--- src/rtl/alu_sequencer.sv ---
// rtl/alu_sequencer.sv - multi-cycle request/response sequencer driving a 16-bit combinational ALU
module alu_sequencer #(
    parameter int WIDTH     = 16,
    parameter int MUL_STEPS = 16
) (
    input  logic             input_CLK,
    input  logic             input_Reset,
    input  logic             req_valid,
    output logic             req_ready,
    input  logic [1:0]       req_cmd,
    input  logic [2:0]       req_aluop,
    input  logic [WIDTH-1:0] req_A,
    input  logic [WIDTH-1:0] req_B,
    output logic             resp_valid,
    input  logic             resp_ready,
    output logic [WIDTH-1:0] resp_result,
    output logic             resp_zero,
    output logic             resp_negative,
    output logic [WIDTH-1:0] alu_A,
    output logic [WIDTH-1:0] alu_B,
    output logic [2:0]       alu_op,
    input  logic [WIDTH-1:0] alu_result,
    input  logic             alu_zero,
    input  logic             alu_negative
);

    localparam logic [2:0] ST_IDLE      = 3'd0;
    localparam logic [2:0] ST_EXEC      = 3'd1;
    localparam logic [2:0] ST_SLT       = 3'd2;
    localparam logic [2:0] ST_MUL_ADD   = 3'd3;
    localparam logic [2:0] ST_MUL_SHIFT = 3'd4;
    localparam logic [2:0] ST_DONE      = 3'd5;

    localparam logic [1:0] CMD_MUL  = 2'b01;
    localparam logic [1:0] CMD_SLT  = 2'b10;
    localparam logic [1:0] CMD_RSVD = 2'b11;

    localparam logic [2:0] OP_ADD  = 3'b000;
    localparam logic [2:0] OP_SUB  = 3'b001;
    localparam logic [2:0] OP_SHL  = 3'b010;
    localparam logic [2:0] OP_IDLE = 3'b111;

    localparam int CW = $clog2(MUL_STEPS) + 1;

    logic [2:0]       state_q, state_d;
    logic [1:0]       cmd_q, cmd_d;
    logic [2:0]       aluop_q, aluop_d;
    logic [WIDTH-1:0] a_q, a_d;
    logic [WIDTH-1:0] b_q, b_d;
    logic [WIDTH-1:0] acc_q, acc_d;
    logic [WIDTH-1:0] mcand_q, mcand_d;
    logic [WIDTH-1:0] mplier_q, mplier_d;
    logic [CW-1:0]    count_q, count_d;
    logic [WIDTH-1:0] res_q, res_d;
    logic             zero_q, zero_d;
    logic             neg_q, neg_d;
    logic             slt_ovf;
    logic             slt_lt;

    // Signed compare: the sign of A-B is wrong exactly when the subtraction overflowed.
    always_comb begin
        slt_ovf = (a_q[WIDTH-1] != b_q[WIDTH-1]) && (alu_result[WIDTH-1] != a_q[WIDTH-1]);
        slt_lt  = alu_negative ^ slt_ovf;
    end

    // Next-state, datapath and ALU drive; the ALU is parked at idle/zero unless a step needs it.
    always_comb begin
        state_d  = state_q;
        cmd_d    = cmd_q;
        aluop_d  = aluop_q;
        a_d      = a_q;
        b_d      = b_q;
        acc_d    = acc_q;
        mcand_d  = mcand_q;
        mplier_d = mplier_q;
        count_d  = count_q;
        res_d    = res_q;
        zero_d   = zero_q;
        neg_d    = neg_q;
        alu_A    = '0;
        alu_B    = '0;
        alu_op   = OP_IDLE;
        case (state_q)
            ST_IDLE: begin
                if (req_valid) begin
                    cmd_d   = req_cmd;
                    aluop_d = req_aluop;
                    a_d     = req_A;
                    b_d     = req_B;
                    if (req_cmd == CMD_MUL) begin
                        acc_d    = '0;
                        mcand_d  = req_A;
                        mplier_d = req_B;
                        count_d  = '0;
                        state_d  = ST_MUL_ADD;
                    end else if (req_cmd == CMD_SLT) begin
                        state_d = ST_SLT;
                    end else begin
                        state_d = ST_EXEC;
                    end
                end
            end
            ST_EXEC: begin
                alu_A = a_q;
                alu_B = b_q;
                if (cmd_q == CMD_RSVD) begin
                    res_d  = '0;
                    zero_d = 1'b1;
                    neg_d  = 1'b0;
                end else begin
                    alu_op = aluop_q;
                    res_d  = alu_result;
                    zero_d = alu_zero;
                    neg_d  = alu_negative;
                end
                state_d = ST_DONE;
            end
            ST_SLT: begin
                alu_A   = a_q;
                alu_B   = b_q;
                alu_op  = OP_SUB;
                res_d   = {{(WIDTH-1){1'b0}}, slt_lt};
                zero_d  = ~slt_lt;
                neg_d   = 1'b0;
                state_d = ST_DONE;
            end
            ST_MUL_ADD: begin
                alu_A  = acc_q;
                alu_B  = mcand_q;
                alu_op = OP_ADD;
                if (mplier_q[0]) begin
                    acc_d = alu_result;
                end
                state_d = ST_MUL_SHIFT;
            end
            ST_MUL_SHIFT: begin
                alu_A    = mcand_q;
                alu_B    = {{(WIDTH-1){1'b0}}, 1'b1};
                alu_op   = OP_SHL;
                mcand_d  = alu_result;
                mplier_d = mplier_q >> 1;
                count_d  = count_q + CW'(1);
                if (count_q == CW'(MUL_STEPS - 1)) begin
                    res_d   = acc_q;
                    zero_d  = (acc_q == '0);
                    neg_d   = acc_q[WIDTH-1];
                    state_d = ST_DONE;
                end else begin
                    state_d = ST_MUL_ADD;
                end
            end
            ST_DONE: begin
                if (resp_ready) begin
                    state_d = ST_IDLE;
                end
            end
            default: state_d = ST_IDLE;
        endcase
    end

    // State and datapath registers; reset aborts any operation in flight.
    always_ff @(posedge input_CLK) begin
        if (input_Reset) begin
            state_q  <= ST_IDLE;
            cmd_q    <= '0;
            aluop_q  <= '0;
            a_q      <= '0;
            b_q      <= '0;
            acc_q    <= '0;
            mcand_q  <= '0;
            mplier_q <= '0;
            count_q  <= '0;
            res_q    <= '0;
            zero_q   <= 1'b0;
            neg_q    <= 1'b0;
        end else begin
            state_q  <= state_d;
            cmd_q    <= cmd_d;
            aluop_q  <= aluop_d;
            a_q      <= a_d;
            b_q      <= b_d;
            acc_q    <= acc_d;
            mcand_q  <= mcand_d;
            mplier_q <= mplier_d;
            count_q  <= count_d;
            res_q    <= res_d;
            zero_q   <= zero_d;
            neg_q    <= neg_d;
        end
    end

    // Handshake outputs follow the state; the response fields come straight from registers.
    always_comb begin
        req_ready     = (state_q == ST_IDLE);
        resp_valid    = (state_q == ST_DONE);
        resp_result   = res_q;
        resp_zero     = zero_q;
        resp_negative = neg_q;
    end

endmodule
--- config.mk ---
export PLATFORM = sky130hd
export DESIGN_NAME = alu_sequencer
export DESIGN_NICKNAME = d
export VERILOG_FILES = /design/src/rtl/alu_sequencer.sv
export SDC_FILE = /design/constraint.sdc
export NUM_CORES = 1
export LEC_CHECK = 0
export ABC_AREA = 1
export ABC_CLOCK_PERIOD_IN_PS = 1700
export CAP_MARGIN = 20
export CORE_MARGIN = 1
export CORE_UTILIZATION = 55
export CTS_BUF_LIST = sky130_fd_sc_hd__clkbuf_2 sky130_fd_sc_hd__clkbuf_4 sky130_fd_sc_hd__clkbuf_8
export DETAILED_ROUTE_END_ITERATION = 16
export DONT_BUFFER_PORTS = 1
export HOLD_SLACK_MARGIN = 0.1
export PLACE_DENSITY = 0.78
export SYNTH_ARGS = -nofsm -noshare
export SYNTH_HDL_FRONTEND = slang
export SYNTH_SLANG_ARGS = --single-unit
--- constraint.sdc ---
create_clock -name input_CLK -period 1.7 [get_ports input_CLK]
set_input_delay 0.425 -clock input_CLK [delete_from_list [all_inputs] [get_ports input_CLK]]
set_output_delay 0.425 -clock input_CLK [all_outputs]
set_load 0.03 [all_outputs]
==> Word-level counts from Yosys, hierarchy flattened <==
Index checks and enable logic that the tools add are counted.
{ "classes": {"add_sub_neg": 1, "n_eq_ne": 16, "muxes": 32, "n_bitwise": 2, "n_reduce_logical": 12} }
{ "op_table": {"columns": ["cell", "count"], "rows": [
  ["two-way mux 16 bit", 9],
  ["case mux 16 bit (3 select lines)", 3],
  ["case mux 16 bit (2 select lines)", 3],
  ["zero test 16 bit", 1],
  ["case mux 3 bit (5 select lines)", 1],
  ["two-way mux 3 bit", 4],
  ["case mux 3 bit (4 select lines)", 1],
  ["two-way mux 5 bit", 2],
  ["case mux 5 bit (2 select lines)", 1],
  ["equality test 3 x 2 -> 1 bit (second input constant)", 2],
  ["equality test 3 bit (second input constant)", 2],
  ["!= test 2 bit (second input constant)", 3],
  ["case mux 1 bit (3 select lines)", 2],
  ["AND reduction 2 bit", 3],
  ["adder 5 x 1 -> 5 bit (second input constant)", 1],
  ["equality test 5 x 4 -> 1 bit (second input constant)", 1],
  ["equality test 2 bit (second input constant)", 2],
  ["two-way mux 1 bit", 4],
  ["two-way mux 2 bit", 2],
  ["!= test 2 x 1 -> 1 bit (second input constant)", 2],
  ["AND reduction 4 bit", 1],
  ["nonzero test 2 bit", 2],
  ["equality test 3 x 1 -> 1 bit (second input constant)", 1],
  ["zero test 3 bit", 1],
  ["other kinds (8)", 9]
]} }
{ "word_totals": {"reg_bits": 111, "input_bits": 59, "out_inout_bits": 55} }

==> Logic depth before layout (Yosys ltp) <==
Gate-level depths: netlist (run 1).
{ "logic_depth": {"word_depth": 5, "depth_mapped": 12, "depth_no_buf": 11} }

==> Worst setup path before layout (run 1) <==
Ideal clock, no wire load.
{ "synth_path": {"path_type": "input-to-output", "from": "input state_q[2]", "to": "output alu_B[11]", "t_arrival_ns": 1.504, "t_required_ns": 1.275, "slack_ns": -0.229, "stages": 7, "path_cell_list": "dfxtp_1 > inv_2 > nand3_2 > nand2_2 > inv_2 > buf_2 > o22ai_1"} }
{ "synth_via": {"elab_chain_cells": 3, "word_cells_on_any_way": 6} }
{ "synth_rtl": {"columns": ["item", "line_no", "text"], "rows": [
  ["start: declaration", "45", "logic [2:0] state_q, state_d;"],
  ["equality test 3 x 1 -> 1 bit / equality test 3 x 2 -> 1 bit (equally long branches)", "83", "case (state_q)"],
  ["OR reduction 2 bit (no line)", null, null],
  ["case mux 16 bit (3 select lines) (*)", "83", null],
  ["end: declaration", "20", "output logic [WIDTH-1:0] alu_B,"]
]} }
Every way passes the cells marked *; elsewhere a longest branch is shown, timed or not.

==> Worst setup path after layout (run 1) <==
{ "layout_path": {"from": "input state_q[0]", "to": "output alu_A[14]"} }
{ "layout_via": {"elab_chain_cells": 3, "word_cells_on_any_way": 6} }
{ "layout_rtl": {"columns": ["item", "line_no", "text"], "rows": [
  ["equality test 3 x 1 -> 1 bit / equality test 3 x 2 -> 1 bit (equally long branches)", "83", null],
  ["OR reduction 2 bit (no line)", null, null],
  ["case mux 16 bit (3 select lines) (*)", "83", null],
  ["end: declaration", "19", "output logic [WIDTH-1:0] alu_A,"]
]} }
Marks and branches as above.

==> flow_summary.yaml, run 1 <==
timing:
  holdWs_ns: 0.104
  fin_crit_sh_pct: 122
  rsz0062_at_grt: "yes"
  drv_slew: 0
  max_freq_mhz: 483
  tightest_slew_ns: 0.854
  setup_viol: 37
  finalHoldViolations: 0
  max_slew_margin_pct: 42.9
  finalWorstSetupSlack_ns: -0.368
  finClkSkew_ns: 0.0200
  fin_crit_ns: 2.07
placement:
  dp_hpwl_um: 11100
  port_buffers: 0
  place_area_sq_mm: 0.00606
  placed_cells: 888
  place.gp.congestion: 0.982
global_route:
  grt_max_degree: 68
  grt_pass1_vias: 5398
  grt.overflow.total: 0
  grt_pass1_wl_um: 27200
  antenna_found_initial: 0
  gr-usage-all-layers_pct: 35.0
finish:
  final_area_sq_mm: 0.00735
  final_nets: 864
  multiInputGateArea_sq_mm: 0.00312
  drive_gt1_share_pct: 27.4
  antenna_cells: 0
  finalNonFillerCells: 935
  area_growth_pct: 38.9
  fillers: 588
  seqCellArea_sq_mm: 0.00223
worst_setup_path:
  r2r_slack_ns: 0.04
  crit_buf_inv: 2
  cp_top_family: "flip-flops"
  ff2ff_path_depth: 9
  r2r-end: "a_q[10]"
  path_class: "flip-flop to output port"
  cp.arrival_ns: 1.64
  crit_path_start_kind: "flip-flop"
  cp_max_fo: 8
  crit_path_end_kind: "output port"
  crit_required_ns: 1.27
  worstPathCellList: "nor2_4 > nand2_4 > buf_12 > o221ai_4 > buf_6"
  crit_slowest_cell: "dfxtp_4"
  reg2reg_from: "state_q[0]"
  critPathMaxStageDelay_ns: 0.40
detailed_routing:
  vias: 5786
  route.detailed.wl_per_inst_um: 20.9
  drc: 0
  drtIter0Drc: 496
  drt-total-wl_um: 19500
  vias_per_cell: 6.19
  dr.pass1.iters: 6
  drt.antenna.violating_nets: 0
cts:
  clock-sinks: 111
  clk_pin_slew_ns: 0.12
  cts_tree: "done"
  cts-root-buf: "clkbuf_8"
  clockBufferDepth: 2
  worstSkewPairLatency_ns: 0.38
  htree_levels: 3
  numCtsBuffers: 9
worst_hold_path:
  min_delay_worst_endpoint: "acc_q[4]"
  holdPathStages: 1
  hold_path.class: "input pin to flip-flop"
  hp-start: "input_Reset"
synth:
  synth_nets: 796
  postSynthCellCount: 733
  synth_area_sq_mm: 0.00529
  ys_warn_count: 0
  syn_avg_cell_area_sq_um: 7.22
  ys_seq_area_share_pct: 42.0
  synth-seq-cells: 111
  synth_cell_types: 31
power_and_ir_drop:
  ir_drop_mv: 1.25
  power_leakage_nw: 2.80
  p_per_area_mw_per_mm2: 1890
floorplanning:
  die_area_sq_mm: 0.0100
  die_h_um: 100
  core_sq_mm: 0.00928
  start_util_pct: 57.0
  die_w_um: 100
  io_pins: 114
  core.rowCount: 35
outcome:
  status: "complete, but fails checks"
  violations: "negative setup slack"
flow_run:
  drv_cap: 0
==> metrics by stage <==
step	setup slack (ns)	util, %	total power, mW	setup TNS (ns)
after CTS	-0.308	75.5	12.8	-9.60
after global placement	-0.0357	65.2	9.58	-0.0852
after floorplan	-0.158	-	7.80	-3.10
final	-0.368	79.2	13.9	-11.10
after global routing	-0.409	79.2	14.4	-12.62
after detailed placement	-0.0313	65.2	9.70	-0.140
==> Yosys cell counts, drive strengths merged <==
library cell  number  area share, %
o211ai             3           0.52
buf               35            4.3
a41oi              1           0.17
a21oi             66            7.0
nand2            182             14
ha                 4           0.95
clkbuf            17            1.2
and2               1           0.12
nand4              1           0.12
nand3             35            3.5
nor3               4           0.38
dfxtp            111             42
o221ai            16            2.6
a31oi             31            3.7
o21ai             70            6.6
inv               76            5.4
nor2              48            3.5
o22ai             31            3.7
o21a               1           0.14
==> kinds of logic after synthesis <==
kind of cell / share of synthesized area [%]
and+or+nand+nor: 21.7
AOI/OAI and AO/OA: 24.4
buffers and inverters: 11.0
adders and majority gates: 0.946
DFF: 42.0
==> cell usage in the layout, fill, tap and decap left out, types with 5 or more instances in the layout <==
cell	Yosys	routed
a21oi_1	55	51
a21oi_2	11	14
a31oi_1	31	30
buf_12	0	15
buf_4	6	36
buf_6	6	42
clkbuf_8	0	9
dfxtp_1	111	106
dlygate4sd3_1	0	6
inv_1	69	66
inv_2	6	5
nand2_1	165	159
nand2_2	14	14
nand2_4	3	6
nand3_1	33	32
nor2_1	47	41
o21ai_0	50	37
o21ai_1	20	32
o221ai_2	0	6
o221ai_4	0	10
o22ai_1	31	15
o22ai_4	0	15
==> worst max path at each step <==
| stage | start | to | slack [ns] | cells after the start |
|---|---|---|---|---|
| floorplan | state_q[2] | alu_B[0] | -0.16 | 6 |
| global placement | state_q[0] | alu_A[6] | -0.04 | 6 |
| detailed placement | state_q[0] | alu_A[6] | -0.03 | 6 |
| CTS | state_q[0] | alu_A[14] | -0.31 | 5 |
| global route | state_q[2] | alu_A[3] | -0.41 | 7 |
| finish | state_q[0] | alu_A[14] | -0.37 | 5 |
==> timing repair <==
item | 4_1_cts | 5_1_grt
hold buffers | 2 | 4
gates cloned | 7 | 2
endpoints found under the setup margin | 53 | 82
endpoints found under the hold margin | 3 | 13
gates resized for setup | 102 | 58
pin swaps | 9 | 14
setup buffers | 14 | 6
==> cell type report <==
cell class | count | area share [%]
timing repair inverter | 1 | 0.0510
inverter | 76 | 4.22
clock buffer | 9 | 1.68
multi-input combinational | 495 | 42.4
timing repair buffer | 107 | 17.9
tap | 129 | 2.20
sequential | 111 | 30.4
clock inverter | 7 | 1.17
==> sequential cells by signal, summed over array words and instances (netlist names) <==
| register | count |
|---|---|
| aluop_q | 3 |
| resp_negative | 1 |
| acc_q | 16 |
| mplier_q | 16 |
| a_q | 16 |
| count_q | 5 |
| b_q | 16 |
| resp_zero | 1 |
| mcand_q | 16 |
| state_q | 3 |
| cmd_q | 2 |
| resp_result | 16 |
==> power by group <==
part | switching (mW) | total, mW | internal [mW]
clock | 0.992 | 1.71 | 0.714
sequential | 0.693 | 3.99 | 3.30
combinational | 4.72 | 8.22 | 3.51
==> routing by layer <==
layer,vias to the layer above,routed length (um),GRT usage (%)
li1,2602,-,-
met2,405,9030,56.5
met3,93,2200,7.80
met4,0,922,16.3
met1,2686,7380,44.9
met5,-,0,0
Note: power is estimated with default switching activity, not from simulation.
==> run 2: changes to the inputs <==
Settings changed: MAX_ROUTING_LAYER set to met4.
==> run 2 against run 1 <==
Against the previous run:
- wire length decreased by 7.0%
- setup slack got worse by 0.024 ns
- first-iteration DRC count decreased by 6.0%
- power decreased by 2.0%
- the run still ends with negative setup slack left
- largest cell class unchanged
- non-clock buffer count decreased by 9
- die area unchanged
- cell area decreased by 1.8%
==> flow_summary.yaml, run 2 (synthesis gave the netlist of run 1 again) <==
worst_setup_path:
  cp-startpoint: "state_q[2]"
  endpoint: "alu_A[5]"
  ff2ff_path_depth: 11
  crit_path_start_kind: "flip-flop"
  path_class: "flip-flop to output port"
  crit_required_ns: 1.27
  crit_path_end_kind: "output port"
  cp.arrival_ns: 1.67
  r2r_slack_ns: -0.01
  r2r-end: "a_q[14]"
  cp_max_fo: 10
  reg2reg_from: "state_q[2]"
cts:
  worstSkewPairLatency_ns: 0.38
  cts-root-buf: "clkbuf_8"
  cts_tree: "done"
  numCtsBuffers: 9
  clk_pin_slew_ns: 0.11
  htree_levels: 3
  clock-sinks: 111
  clockBufferDepth: 2
detailed_routing:
  dr.pass1.iters: 7
  drt-total-wl_um: 18200
  drt.antenna.violating_nets: 0
  route.detailed.wl_per_inst_um: 19.7
  wl_met2_um: 8680
  vias: 5632
  vias_per_cell: 6.10
  wl_met1_um: 7130
  drc: 0
  top_layer: "met4"
  drtIter0Drc: 466
  route.met3.wl_um: 1790
power_and_ir_drop:
  power.total_mw: 13.6
  ir_drop_mv: 1.58
  p_per_area_mw_per_mm2: 1890
  power_leakage_nw: 2.79
finish:
  final_area_sq_mm: 0.00722
  final_cell_mix: "nand2_1 (152), dfxtp_1 (106), inv_1 (66), a21oi_1 (51), buf_6 (45)"
  area_growth_pct: 36.4
  antenna_cells: 0
  drive_gt1_share_pct: 28.2
  mostFrequentLayoutCell: "nand2_1"
  multiInputGateArea_sq_mm: 0.00306
  final_nets: 853
  seqCellArea_sq_mm: 0.00223
  fillers: 653
worst_hold_path:
  holdPathStages: 1
  hold_path.class: "input pin to flip-flop"
placement:
  port_buffers: 0
  dp_hpwl_um: 11200
  place.gp.congestion: 0.984
  place_area_sq_mm: 0.00603
timing:
  finalWorstSetupSlack_ns: -0.392
  tightest_slew_ns: 0.563
  max_slew_margin_pct: 62.3
  setup_viol: 38
  rsz0062_at_grt: "yes"
  drv_slew: 0
  finClkSkew_ns: 0.0150
  fin_crit_ns: 2.09
  max_freq_mhz: 478
  holdWs_ns: 0.103
  tns_ns: -11.96
  finalHoldViolations: 0
  fin_crit_sh_pct: 123
flow_run:
  drv_cap: 0
floorplanning:
  io_pins: 114
  die_h_um: 100
  core_sq_mm: 0.00928
  core.rowCount: 35
  start_util_pct: 57.0
  die_w_um: 100
  die_area_sq_mm: 0.0100
global_route:
  grt.overflow.total: 0
  antenna_found_initial: 0
  grt_pass1_wl_um: 26700
  grt_pass1_vias: 5191
  gr-usage-all-layers_pct: 35.7
  grt_max_degree: 53
outcome:
  status: "complete, but fails checks"
  violations: "negative setup slack"
run 2: changes by cell type in the layout (fill, tap and decap cells not counted), moves of 3 or more:
cell | previous run | this run
buf_4 | 36 | 29
nand2_2 | 14 | 20
nor2_1 | 41 | 37
nand2_1 | 159 | 152
o221ai_2 | 6 | 14
dlygate4sd3_1 | 6 | 2
o221ai_4 | 10 | 2
buf_6 | 42 | 45
nor2_2 | 3 | 7
run 2: per-stage QoR:
step	util (%)	setup WS [ns]	cells
finish	77.8	-0.392	923
detailed placement	65.0	-0.108	888
CTS	73.6	-0.332	917
global route	77.8	-0.426	923
floorplan	-	-0.158	733
global placement	65.0	-0.0216	888
run 2: report_power, final:
| group | total [mW] | internal (mW) | switching [mW] |
|---|---|---|---|
| combinational | 7.92 | 3.38 | 4.54 |
| sequential | 3.97 | 3.30 | 0.670 |
| clock | 1.75 | 0.833 | 0.917 |
| total | 13.6 | 7.51 | 6.13 |
run 2: area by class of cell:
type	instances	share of cell area (%)
clock buffers	9	1.72
clock inverters	6	1.27
inverters	76	4.37
multi-input cells	494	42.4
flip-flops and latches	111	30.9
well taps	129	2.24
repair buffers	98	17.0
run 2: repair_timing:
action                                 CTS  global route
setup endpoints to repair               55            57
pin swaps                               11            13
cloned                                   4             3
buffers inserted                         8             5
endpoints found under the hold margin   26             0
hold buffers                             3             0
gates resized for setup                 93            78
run 2: layer usage:
metal	vias up	global-route usage (%)
met1	2662	45.1
li1	2568	-
met2	342	57.4
met5	-	-
met4	0	11.6
met3	60	7.59
run 2: critical path, cell delays in order (launching register included):
cell and delay [ns]:
dfxtp_2 0.39, inv_4 0.06, buf_6 0.12, nand3_4 0.10, nand2_8 0.08, buf_12 0.16, nand2_1 0.08, o221ai_2 0.13
buf_6 0.17
run 2: worst min-delay path by stage:
stage	to	slack, ns	startpoint
2_1_floorplan	aluop_q[1]	0.43	aluop_q[1]
3_3_place_gp	b_q[6]	0.44	b_q[6]
3_5_place_dp	b_q[0]	0.45	b_q[0]
4_1_cts	a_q[5]	0.10	input_Reset
5_1_grt	resp_negative	0.10	input_Reset
6_report	resp_negative	0.10	input_Reset
